==> src/rtl/flash_rd_ctrl.sv <==
`timescale 1ns/1ps
`default_nettype none
// ============================================================================
//  Module      : flash_rd_ctrl
//  Description : Wishbone slave that reads an 8-bit parallel NOR flash for the
//                boot ROM / BIOS window. Each Wishbone access is built from one
//                or two flash byte reads of WAIT+1 cycles each. A direct low
//                region is reached with wb_tga_i=0; wb_tga_i=1 selects a
//                paged window whose page comes from a writable base register.
//                Optional feature macro: FLASH_CACHE_EN (one-word read cache).
//  Revision    : 1.0 - initial release
// ============================================================================
module flash_rd_ctrl #(
    parameter int ADDR_W = 22,
    parameter int BASE_W = 12,
    parameter int WIN_W  = 8,
    parameter int WAIT   = 1
) (
    input  logic              wb_clk_i,
    input  logic              wb_rst_i,
    input  logic [15:0]       wb_dat_i,
    output logic [15:0]       wb_dat_o,
    input  logic [16:1]       wb_adr_i,
    input  logic              wb_we_i,
    input  logic              wb_tga_i,
    input  logic              wb_stb_i,
    input  logic              wb_cyc_i,
    input  logic [1:0]        wb_sel_i,
    output logic              wb_ack_o,
    output logic [ADDR_W-1:0] flash_addr_,
    input  logic [7:0]        flash_data_,
    output logic              flash_we_n_,
    output logic              flash_oe_n_,
    output logic              flash_ce_n_,
    output logic              flash_rst_n_
);

    // Word-address width (flash byte address without bit 0)
    localparam int         C_AW1  = ADDR_W - 1;
    localparam logic [3:0] C_WAIT = 4'(WAIT);

    typedef enum logic [1:0] {
        ST_IDLE = 2'd0,
        ST_B0   = 2'd1,
        ST_B1   = 2'd2,
        ST_ACK  = 2'd3
    } state_t;

    state_t              r_state;
    state_t              w_state_nxt;
    logic [3:0]          r_cnt;
    logic [3:0]          w_cnt_nxt;
    logic [BASE_W-1:0]   r_base;
    logic [BASE_W-1:0]   w_base_nxt;
    logic [15:0]         r_dat;
    logic [15:0]         w_dat_nxt;
    logic [7:0]          r_lo;
    logic [7:0]          w_lo_nxt;
    logic                r_ack;

    logic                w_op;
    logic                w_byte_done;
    logic                w_busy;
    logic                w_addr0;
    logic [C_AW1-1:0]    w_word_addr;

    // Cache hooks (tied off when the cache is not built)
    logic                w_hit;
    logic [15:0]         w_hit_dat;
    logic                w_fill;
    logic                w_clear;

    assign w_op        = wb_stb_i & wb_cyc_i;
    assign w_byte_done = (r_cnt == C_WAIT);
    assign w_busy      = (r_state == ST_B0) || (r_state == ST_B1);

    // Window mode forms {1, page, offset}; direct mode zero-extends the word address
    assign w_word_addr = wb_tga_i ? {1'b1, r_base, wb_adr_i[WIN_W:1]}
                                  : C_AW1'(wb_adr_i);

    // Odd byte is fetched for the high half of a word or a high-lane-only read
    assign w_addr0 = (r_state == ST_B1) ||
                     ((r_state == ST_B0) && (wb_sel_i == 2'b10));

    // State, counter, base, data and ack registers
    always_ff @(posedge wb_clk_i) begin
        if (wb_rst_i) begin
            r_state <= ST_IDLE;
            r_cnt   <= 4'd0;
            r_base  <= '0;
            r_dat   <= 16'h0000;
            r_lo    <= 8'h00;
            r_ack   <= 1'b0;
        end else begin
            r_state <= w_state_nxt;
            r_cnt   <= w_cnt_nxt;
            r_base  <= w_base_nxt;
            r_dat   <= w_dat_nxt;
            r_lo    <= w_lo_nxt;
            r_ack   <= (w_state_nxt == ST_ACK);
        end
    end

    // Next-state, wait counting and byte assembly
    always_comb begin
        w_state_nxt = r_state;
        w_cnt_nxt   = r_cnt;
        w_base_nxt  = r_base;
        w_dat_nxt   = r_dat;
        w_lo_nxt    = r_lo;
        w_fill      = 1'b0;
        w_clear     = 1'b0;

        case (r_state)
            ST_IDLE: begin
                w_cnt_nxt = 4'd0;
                if (w_op) begin
                    if (wb_we_i) begin
                        // Only the base register is writable; flash writes are dropped
                        if (wb_tga_i) begin
                            w_base_nxt = wb_dat_i[BASE_W-1:0];
                            w_clear    = 1'b1;
                        end
                        w_state_nxt = ST_ACK;
                    end else if (wb_sel_i == 2'b00) begin
                        w_dat_nxt   = 16'h0000;
                        w_state_nxt = ST_ACK;
                    end else if (w_hit) begin
                        w_dat_nxt   = w_hit_dat;
                        w_state_nxt = ST_ACK;
                    end else begin
                        w_state_nxt = ST_B0;
                    end
                end
            end

            ST_B0: begin
                if (!w_op) begin
                    // Master abandoned the cycle: drop it without touching wb_dat_o
                    w_cnt_nxt   = 4'd0;
                    w_state_nxt = ST_IDLE;
                end else if (w_byte_done) begin
                    w_cnt_nxt = 4'd0;
                    case (wb_sel_i)
                        2'b11: begin
                            // Low byte is held aside so an abort in B1 leaves wb_dat_o intact
                            w_lo_nxt    = flash_data_;
                            w_state_nxt = ST_B1;
                        end
                        2'b01: begin
                            w_dat_nxt   = {8'h00, flash_data_};
                            w_state_nxt = ST_ACK;
                        end
                        2'b10: begin
                            w_dat_nxt   = {flash_data_, 8'h00};
                            w_state_nxt = ST_ACK;
                        end
                        default: begin
                            w_dat_nxt   = 16'h0000;
                            w_state_nxt = ST_ACK;
                        end
                    endcase
                end else begin
                    w_cnt_nxt = r_cnt + 4'd1;
                end
            end

            ST_B1: begin
                if (!w_op) begin
                    w_cnt_nxt   = 4'd0;
                    w_state_nxt = ST_IDLE;
                end else if (w_byte_done) begin
                    w_cnt_nxt   = 4'd0;
                    w_dat_nxt   = {flash_data_, r_lo};
                    w_fill      = 1'b1;
                    w_state_nxt = ST_ACK;
                end else begin
                    w_cnt_nxt = r_cnt + 4'd1;
                end
            end

            ST_ACK: begin
                w_cnt_nxt   = 4'd0;
                w_state_nxt = ST_IDLE;
            end

            default: begin
                w_cnt_nxt   = 4'd0;
                w_state_nxt = ST_IDLE;
            end
        endcase
    end

`ifdef FLASH_CACHE_EN
    logic             r_cvalid;
    logic [C_AW1-1:0] r_ctag;
    logic [15:0]      r_cdat;

    // One-entry word cache: filled by completed word reads, flushed by base writes
    always_ff @(posedge wb_clk_i) begin
        if (wb_rst_i) begin
            r_cvalid <= 1'b0;
            r_ctag   <= '0;
            r_cdat   <= 16'h0000;
        end else if (w_clear) begin
            r_cvalid <= 1'b0;
        end else if (w_fill) begin
            r_cvalid <= 1'b1;
            r_ctag   <= w_word_addr;
            r_cdat   <= {flash_data_, r_lo};
        end
    end

    assign w_hit = r_cvalid && (r_ctag == w_word_addr);

    // Cached word masked down to the requested byte lanes
    always_comb begin
        w_hit_dat = r_cdat;
        case (wb_sel_i)
            2'b01:   w_hit_dat = {8'h00, r_cdat[7:0]};
            2'b10:   w_hit_dat = {r_cdat[15:8], 8'h00};
            2'b11:   w_hit_dat = r_cdat;
            default: w_hit_dat = 16'h0000;
        endcase
    end
`else
    logic w_unused_cache;

    assign w_hit          = 1'b0;
    assign w_hit_dat      = 16'h0000;
    assign w_unused_cache = ^{w_fill, w_clear};
`endif

    generate
        if (BASE_W < 16) begin : g_dat_unused
            logic w_unused_dat;
            assign w_unused_dat = ^wb_dat_i[15:BASE_W];
        end
    endgenerate

    assign wb_ack_o     = r_ack;
    assign wb_dat_o     = r_dat;
    assign flash_addr_  = {w_word_addr, w_addr0};
    assign flash_oe_n_  = ~w_busy;
    assign flash_ce_n_  = ~w_busy;
    assign flash_we_n_  = 1'b1;
    assign flash_rst_n_ = 1'b1;

endmodule
`default_nettype wire

==> config.mk <==
export PLATFORM = sky130hd
export DESIGN_NAME = flash_rd_ctrl
export DESIGN_NICKNAME = d
export VERILOG_FILES = /design/src/rtl/flash_rd_ctrl.sv
export SDC_FILE = /design/constraint.sdc
export NUM_CORES = 1
export LEC_CHECK = 0
export CORE_UTILIZATION = 43
export CTS_CLUSTER_DIAMETER = 150
export CTS_CLUSTER_SIZE = 40
export DETAILED_ROUTE_END_ITERATION = 8
export PLACE_DENSITY = 0.86
export REMOVE_ABC_BUFFERS = 1
export SYNTH_ARGS = -nofsm -noshare
export SYNTH_HDL_FRONTEND = slang
export SYNTH_SLANG_ARGS = --single-unit
==> constraint.sdc <==
create_clock -name wb_clk_i -period 2.2 [get_ports wb_clk_i]
set_input_delay 0.44 -clock wb_clk_i [delete_from_list [all_inputs] [get_ports wb_clk_i]]
set_output_delay 0.44 -clock wb_clk_i [all_outputs]
set_load 0.02 [all_outputs]
==> results of run 1 <==
-- through the flow --
stage,instances,TNS [ns],instance area [um2],setup WS [ns]
5_1_grt,360,0,3020,0.0000737
2_1_floorplan,207,0,2050,0.443
3_5_place_dp,353,-2.03,2930,-0.212
3_3_place_gp,353,-1.92,2930,-0.195
6_report,360,0,3020,0.0247
4_1_cts,360,0,3020,0.00862
-- how the worst min path moves through the flow --
stage                     startpoint        to  slack, ns  depth (start not counted)
final                       r_cnt[0]  r_cnt[0]       0.47                          1
after global routing        r_cnt[0]  r_cnt[0]       0.50                          1
after CTS                   r_cnt[0]  r_cnt[0]       0.48                          1
after detailed placement    r_cnt[0]  r_cnt[0]       0.46                          1
after global placement      r_cnt[0]  r_cnt[0]       0.45                          1
after floorplan             r_cnt[0]  r_cnt[0]       0.43                          1
-- registers in the layout (all words and copies together), names as in the netlist --
name      flops
wb_dat_o     16
r_cnt         4
wb_ack_o      1
r_lo          8
r_state       2
r_base       12
-- final cells by class --
cell class	count	area, um2	share of cell area (%)
clock buffer	6	72.6	2.40
clock inverter	1	30.0	0.993
inverter	8	30.0	0.993
multi-input combinational	156	1160	38.3
sequential	43	861	28.5
tap	67	83.8	2.77
timing repair buffer	79	790	26.1
-- cells in the mapped netlist --
master and count:
sky130_fd_sc_hd__nand2_1 18, sky130_fd_sc_hd__conb_1 1, sky130_fd_sc_hd__buf_2 1, sky130_fd_sc_hd__a221oi_1 1, sky130_fd_sc_hd__dfxtp_1 43, sky130_fd_sc_hd__a22oi_1 2, sky130_fd_sc_hd__ha_1 11, sky130_fd_sc_hd__and2_1 6
sky130_fd_sc_hd__nand3_1 2, sky130_fd_sc_hd__nor2_1 26, sky130_fd_sc_hd__a21o_1 1, sky130_fd_sc_hd__a31oi_1 1, sky130_fd_sc_hd__o31ai_1 1, sky130_fd_sc_hd__inv_1 8, sky130_fd_sc_hd__nand2b_1 16, sky130_fd_sc_hd__clkbuf_1 9
sky130_fd_sc_hd__o22ai_2 1, sky130_fd_sc_hd__o21bai_1 1, sky130_fd_sc_hd__buf_6 1, sky130_fd_sc_hd__mux2_2 8, sky130_fd_sc_hd__xor2_1 1, sky130_fd_sc_hd__nand4_1 1, sky130_fd_sc_hd__o21ai_1 1, sky130_fd_sc_hd__or3b_1 1
sky130_fd_sc_hd__and3_1 1, sky130_fd_sc_hd__nor3_4 1, sky130_fd_sc_hd__nand4b_1 1, sky130_fd_sc_hd__nor2b_1 1, sky130_fd_sc_hd__a22o_1 8, sky130_fd_sc_hd__xnor2_1 1, sky130_fd_sc_hd__nand2_2 1, sky130_fd_sc_hd__mux2i_1 37
sky130_fd_sc_hd__o21a_1 1, sky130_fd_sc_hd__nor3_1 2, sky130_fd_sc_hd__o21ai_0 1, sky130_fd_sc_hd__buf_4 14
-- cells by family (layout without fill, tap and decap cells) --
family / Yosys count / count (layout)
flip-flops: 43 / 43
other: 1 / 2
AO/OA/AOI/OAI: 19 / 19
multiplexers: 45 / 45
buffers and inverters: 33 / 94
XOR/XNOR: 2 / 2
adder cells (fa/ha/maj): 11 / 11
AND/OR/NAND/NOR: 77 / 77
-- layer usage --
metal / share of wire [%] / vias up
met5: 0 / -
met4: 1.4 / 0
met3: 7.1 / 5
met2: 49 / 64
met1: 42 / 804
li1: - / 879
-- what timing repair did --
item,4_1_cts,5_1_grt
setup endpoints to repair,15,6
pin swaps,0,0
gates resized for setup,15,6
-- layout by cell type, fill, tap and decap left out, types with 2 or more instances in the layout --
master	n
sky130_fd_sc_hd__mux2i_1	37
sky130_fd_sc_hd__dfxtp_1	43
sky130_fd_sc_hd__ha_1	11
sky130_fd_sc_hd__nand2_1	18
sky130_fd_sc_hd__inv_1	8
sky130_fd_sc_hd__a22oi_1	2
sky130_fd_sc_hd__clkdlybuf4s15_1	6
sky130_fd_sc_hd__and2_1	6
sky130_fd_sc_hd__nor2_1	26
sky130_fd_sc_hd__nor3_1	2
sky130_fd_sc_hd__a22o_1	8
sky130_fd_sc_hd__dlygate4sd2_1	9
sky130_fd_sc_hd__mux2_2	8
sky130_fd_sc_hd__buf_4	8
sky130_fd_sc_hd__nand2b_1	16
sky130_fd_sc_hd__clkdlybuf4s50_1	53
sky130_fd_sc_hd__buf_12	3
sky130_fd_sc_hd__conb_1	2
sky130_fd_sc_hd__clkbuf_8	5
sky130_fd_sc_hd__nand3_1	2
-- power breakdown --
group          internal (mW)  switching, mW  leakage [nW]  total [mW]
sequential             0.787        0.00615         0.347       0.793
combinational          0.159          0.138         0.948       0.297
clock                  0.333          0.254        0.0513       0.587
==> summary.md, run 1 <==
| Metric | Value |
|---|---|
| Result of the run | finished clean |
| Row count | 25 |
| TritonCTS clock tree | done |
| Share of synthesized cell area in full adder, half adder and majority cells | 6.26% |
| Fraction of the core area covered by cells at the end of the flow | 62.8% |
| Post-detailed-route count of antenna-violating nets | 0 |
| Crit start category | input pin |
| Unique cell type count in the Yosys netlist | 36 |
| Post-CTS setup-driven buffer insertion count | 0 |
| #FFs+latches synth | 43 |
| Buf/Inv on CP | 3 |
| Port Buffer Count | 68 |
| Total power density per cell area | 554 mW/mm2 |
| Part of the Yosys area used for sequential elements | 39.1% |
| Most Used Layer, Global Route | met2 |
| Sink count of the clock tree | 43 |
| Global Route met3 Usage | 6.31% |
| Mapped cell area | 0.00220 mm2 |
| Largest delay share family, worst path | buffers and inverters |
| Compound-gate portion of the synthesized area | 6.94% |
| Max Cap Viol | 0 |
| Ant. Diodes | 0 |
| Xor/xnor share of the synthesized area | 0.796% |
| Minimum period implied by the final worst setup slack | 2.18 ns |
| Share of the cycle needed by the critical path after routing | 98.9% |
| Max Root-Sink Buffers | 2 |
| Total detailed-routing wirelength | 4.51 mm |
| Beginning of the critical path | wb_tga_i |
| Vias in the first global route | 1752 |
| Pin count of the biggest net entering global routing | 27 |
| Type of the worst min-delay path | reg2reg |
| Max-slew violation count | 0 |
| Setup clock skew after layout | 0.00480 ns |
| Setup repair after global routing missed its margin | false |
| Clock root buffer | sky130_fd_sc_hd__clkbuf_8 |
| Area growth from synthesis to layout | 37.5% |
| GR Layer Usage met1 | 19.3% |
| Share of the synthesized area in the top cell type | 39.1% |
| Reg-to-reg critical path endpoint | r_lo[5] |
| Number of gates on the worst path with buffers counted | 4 |
| Global-route met2 utilization | 32.4% |
| Vias | 1752 |
| Remaining routing DRC violations | 0 |
| Fraction of layout cells with a size suffix above 1 | 9.56% |
| CP endpoint | flash_addr_[9] |
| Mux share of post-synthesis cell area | 20.9% |
| CTS Hold Bufs | 0 |
| Antenna violations before repair | 0 |
| Detailed Routing Iterations Pass 1 | 4 |
| Total congestion overflow after global routing | 0 |
| Minimum hold slack | 0.475 ns |
| Final Hold Violating Endpoints | 0 |
| Static leakage | 1.35 nW |
| Number of CTS-inserted buffers | 5 |
| Data required time of the worst path | 1.76 ns |
| Placer congestion estimate | 0.840 |
| Global-route wire length before repair | 7.42 mm |
| F_max | 460 MHz |
| Number of warning messages in the yosys log | 0 |
| IR drop worst, VDD | 0.351 mV |
| Average wire length per cell after detail routing | 12.5 um |
| Cells along the critical path | clkdlybuf4s50_1 -> buf_12 -> mux2_2 -> dlygate4sd2_1 |
| Standard cell with the maximum stage delay on the critical path | sky130_fd_sc_hd__clkdlybuf4s50_1 |
| Total power | 1.68 mW |
| Biggest area contributors in the synthesized netlist | sky130_fd_sc_hd__dfxtp_1 39%, sky130_fd_sc_hd__mux2i_1 17%, sky130_fd_sc_hd__ha_1 6.3% |
| Crit path largest cell delay | 0.50 ns |
| Number of DRC markers in iteration 0 | 80 |
| Length in cells of the worst reg-to-reg path | 6 |
| Maximum fanout along the worst path | 14 |
| Gate Count Post-Synth | 231 |
| Area of the core | 0.00482 mm2 |
| Die W | 73.5 um |
| Chip Height | 73.5 um |
| Final net count | 352 |
| Finish-stage setup viols | 0 |
| R2r startpoint | r_cnt[0] |
| Number of ports placed on the die boundary | 91 |
| Die area | 0.00541 mm2 |
| Clk_lat worst skew | 0.30 ns |
| Data arrival time of the worst path | 1.74 ns |
| Avg Synthesized Cell Area | 9.52 um2 |
| Fill cell instance count of the final layout | 429 |
| Register clock-pin slew on the reported worst setup and hold paths | 0.07 ns |
| Post-DP HPWL | 3.39 mm |
| Type of the worst setup path | in2out |
| Post-synthesis cell type with the largest combined area | sky130_fd_sc_hd__dfxtp_1 |
| Via count normalized by instance count | 4.87 |
| Overall routing resource usage | 18.1% |
| CTS H-tree depth | 2 |
| Initial core utilization | 45.7% |
| Fraction of the mapped netlist area in simple logic gates | 17.3% |
| Combinational family with the most area after synthesis | multiplexers |
| Type of destination of the critical path | primary output |
| Worst reg2reg setup slack | 0.39 ns |
No activity file was read; power rests on OpenSTA's default activity.
==> run 2, diff against run 1 <==
--- a/config.mk
+++ b/config.mk
@@ -5,11 +5,12 @@
 export SDC_FILE = /design/constraint.sdc
 export NUM_CORES = 1
 export LEC_CHECK = 0
-export CORE_UTILIZATION = 43
+export CORE_UTILIZATION = 55
 export CTS_CLUSTER_DIAMETER = 150
 export CTS_CLUSTER_SIZE = 40
 export DETAILED_ROUTE_END_ITERATION = 8
-export PLACE_DENSITY = 0.86
+export DONT_BUFFER_PORTS = 1
+export PLACE_DENSITY = 0.76
 export REMOVE_ABC_BUFFERS = 1
 export SYNTH_ARGS = -nofsm -noshare
 export SYNTH_HDL_FRONTEND = slang
==> run 2 against run 1 <==
Core utilization down 3.4 points. Largest power group unchanged. Critical endpoint is now flash_ce_n_. Critical path depth fell by 1. Die area down 21%. Clock-buffer cell count stayed put. Cell count is 26% lower. Highest routed layer unchanged.
==> summary.md, run 2 (synthesis results as in run 1) <==
| Metric | Value |
|---|---|
| Result of the run | finished clean |
| Post-DP HPWL | 2.67 mm |
| Post-route setup TNS | 0 ns |
| Die W | 65.2 um |
| Fraction of layout cells with a size suffix above 1 | 10.0% |
| Number of DRC markers in iteration 0 | 59 |
| Type of destination of the critical path | primary output |
| Die area | 0.00426 mm2 |
| Type of the worst min-delay path | in2reg |
| Setup clock skew after layout | 0.0128 ns |
| Type of the worst setup path | reg2out |
| Final Hold Violating Endpoints | 0 |
| Reg-to-reg critical path endpoint | wb_dat_o[0] |
| Overall routing resource usage | 19.1% |
| Antenna violations before repair | 0 |
| Worst reg2reg setup slack | 0.37 ns |
| Static leakage | 1.00 nW |
| Area growth from synthesis to layout | 1.08% |
| Detailed Routing Iterations Pass 1 | 4 |
| Max-slew violation count | 0 |
| Sink count of the clock tree | 43 |
| Total power density per cell area | 650 mW/mm2 |
| Slew Limit Headroom | 66.7% |
| R2r startpoint | r_cnt[0] |
| Number of ports placed on the die boundary | 91 |
| Average wire length per cell after detail routing | 14.2 um |
| Share of the cycle needed by the critical path after routing | 85.3% |
| Register clock-pin slew on the reported worst setup and hold paths | 0.07 ns |
| Port Buffer Count | 0 |
| Post-cts repair resize count | 0 |
| Commonest cells after routing, fill and taps aside | 43 x sky130_fd_sc_hd__dfxtp_1, 37 x sky130_fd_sc_hd__mux2i_1, 26 x sky130_fd_sc_hd__nor2_1 |
| Area of the core | 0.00374 mm2 |
| F_max | 533 MHz |
| Vias | 1479 |
| Remaining routing DRC violations | 0 |
| Finish-stage setup viols | 0 |
| Initial core utilization | 58.8% |
| Pin count of the biggest net entering global routing | 42 |
| IR drop worst, VDD | 0.395 mV |
| Placer congestion estimate | 0.718 |
| TritonCTS clock tree | done |
| Worst-margin pin slew | 0.497 ns |
| Maximum fanout along the worst path | 4 |
| CP endpoint | flash_ce_n_ |
| Chip Height | 65.2 um |
| Flip-flop count of the largest register, all copies and words added | 16 |
| Number of CTS-inserted buffers | 5 |
| Fill cell instance count of the final layout | 320 |
| Clk_lat worst skew | 0.30 ns |
| Minimum period implied by the final worst setup slack | 1.88 ns |
| Ant. Diodes | 0 |
| Post-detailed-route count of antenna-violating nets | 0 |
| Max Root-Sink Buffers | 2 |
| Data arrival time of the worst path | 1.44 ns |
| Minimum hold slack | 0.212 ns |
| Total detailed-routing wirelength | 3.79 mm |
| Row count | 22 |
| CTS H-tree depth | 2 |
| CTS Hold Bufs | 0 |
| Vias in the first global route | 1438 |
| Post-CTS setup-driven buffer insertion count | 0 |
| Clock root buffer | sky130_fd_sc_hd__clkbuf_8 |
| Data required time of the worst path | 1.76 ns |
| Max Cap Viol | 0 |
| Length in cells of the worst reg-to-reg path | 5 |
| Final net count | 277 |
| Total congestion overflow after global routing | 0 |
| Leading cell type in the layout, fill and taps excluded | sky130_fd_sc_hd__dfxtp_1 |
| Setup repair after global routing missed its margin | false |
| Via count normalized by instance count | 5.54 |
| Crit start category | flop |
| Beginning of the critical path | r_state[0] |
| Global-route wire length before repair | 6.17 mm |
## run 2: cell types whose count changed in the layout (fill, tap and decap cells not counted), moves of 3 or more
| cell | before | now |
|---|---|---|
| sky130_fd_sc_hd__buf_12 | 3 | 0 |
| sky130_fd_sc_hd__clkdlybuf4s50_1 | 53 | 0 |
| sky130_fd_sc_hd__clkdlybuf4s15_1 | 6 | 0 |
| sky130_fd_sc_hd__dlygate4sd2_1 | 9 | 0 |
| sky130_fd_sc_hd__buf_4 | 8 | 4 |
## run 2: routing by layer
metal  up-vias  GRT usage (%)  share of wire [%]
li1        729              -                  -
met1       666           21.1                 42
met2        77           31.2                 46
met3         7           8.68                 10
met4         0           8.97                2.0
met5         -              0                  0
## run 2: how the worst min path moves through the flow
stage / slack, ns / start / cells after the start / endpoint
after floorplan: 0.43 / r_cnt[0] / 1 / r_cnt[0]
after global placement: 0.45 / r_cnt[0] / 1 / r_cnt[0]
after detailed placement: 0.46 / r_cnt[0] / 1 / r_cnt[0]
after CTS: 0.19 / wb_rst_i / 1 / r_lo[3]
after global routing: 0.19 / wb_rst_i / 1 / r_lo[3]
final: 0.21 / wb_rst_i / 1 / r_state[1]
## run 2: cell type report
class                   instances  area [um2]  area share (%)
clock buffers                   6        72.6            3.26
well taps                      48        60.1            2.70
multi-input cells             156        1160            52.1
flip-flops and latches         43         861            38.7
repair buffers                  4        30.0            1.35
clock inverters                 2        12.5           0.563
inverters                       8        30.0            1.35
## run 2: worst max-delay path, stage by stage, from the launching register on
cell and delay [ns]:
sky130_fd_sc_hd__dfxtp_1 0.40, sky130_fd_sc_hd__inv_1 0.11, sky130_fd_sc_hd__ha_1 0.34, sky130_fd_sc_hd__inv_1 0.29
## run 2: metrics by stage
step | setup slack [ns] | utilization [%] | instances | cell area, um2 | total power [mW]
2_1_floorplan | 0.443 | - | 207 | 2050 | 0.953
3_3_place_gp | 0.358 | 57.1 | 259 | 2140 | 0.979
3_5_place_dp | 0.350 | 57.1 | 259 | 2140 | 0.980
4_1_cts | 0.326 | 59.4 | 267 | 2220 | 1.46
5_1_grt | 0.234 | 59.4 | 267 | 2220 | 1.51
6_report | 0.323 | 59.4 | 267 | 2220 | 1.44
## run 2: report_power, final
part           switching [mW]  internal (mW)  leakage [nW]
sequential            0.00775          0.787         0.347
combinational          0.0976         0.0692         0.616
clock                   0.261          0.222        0.0412
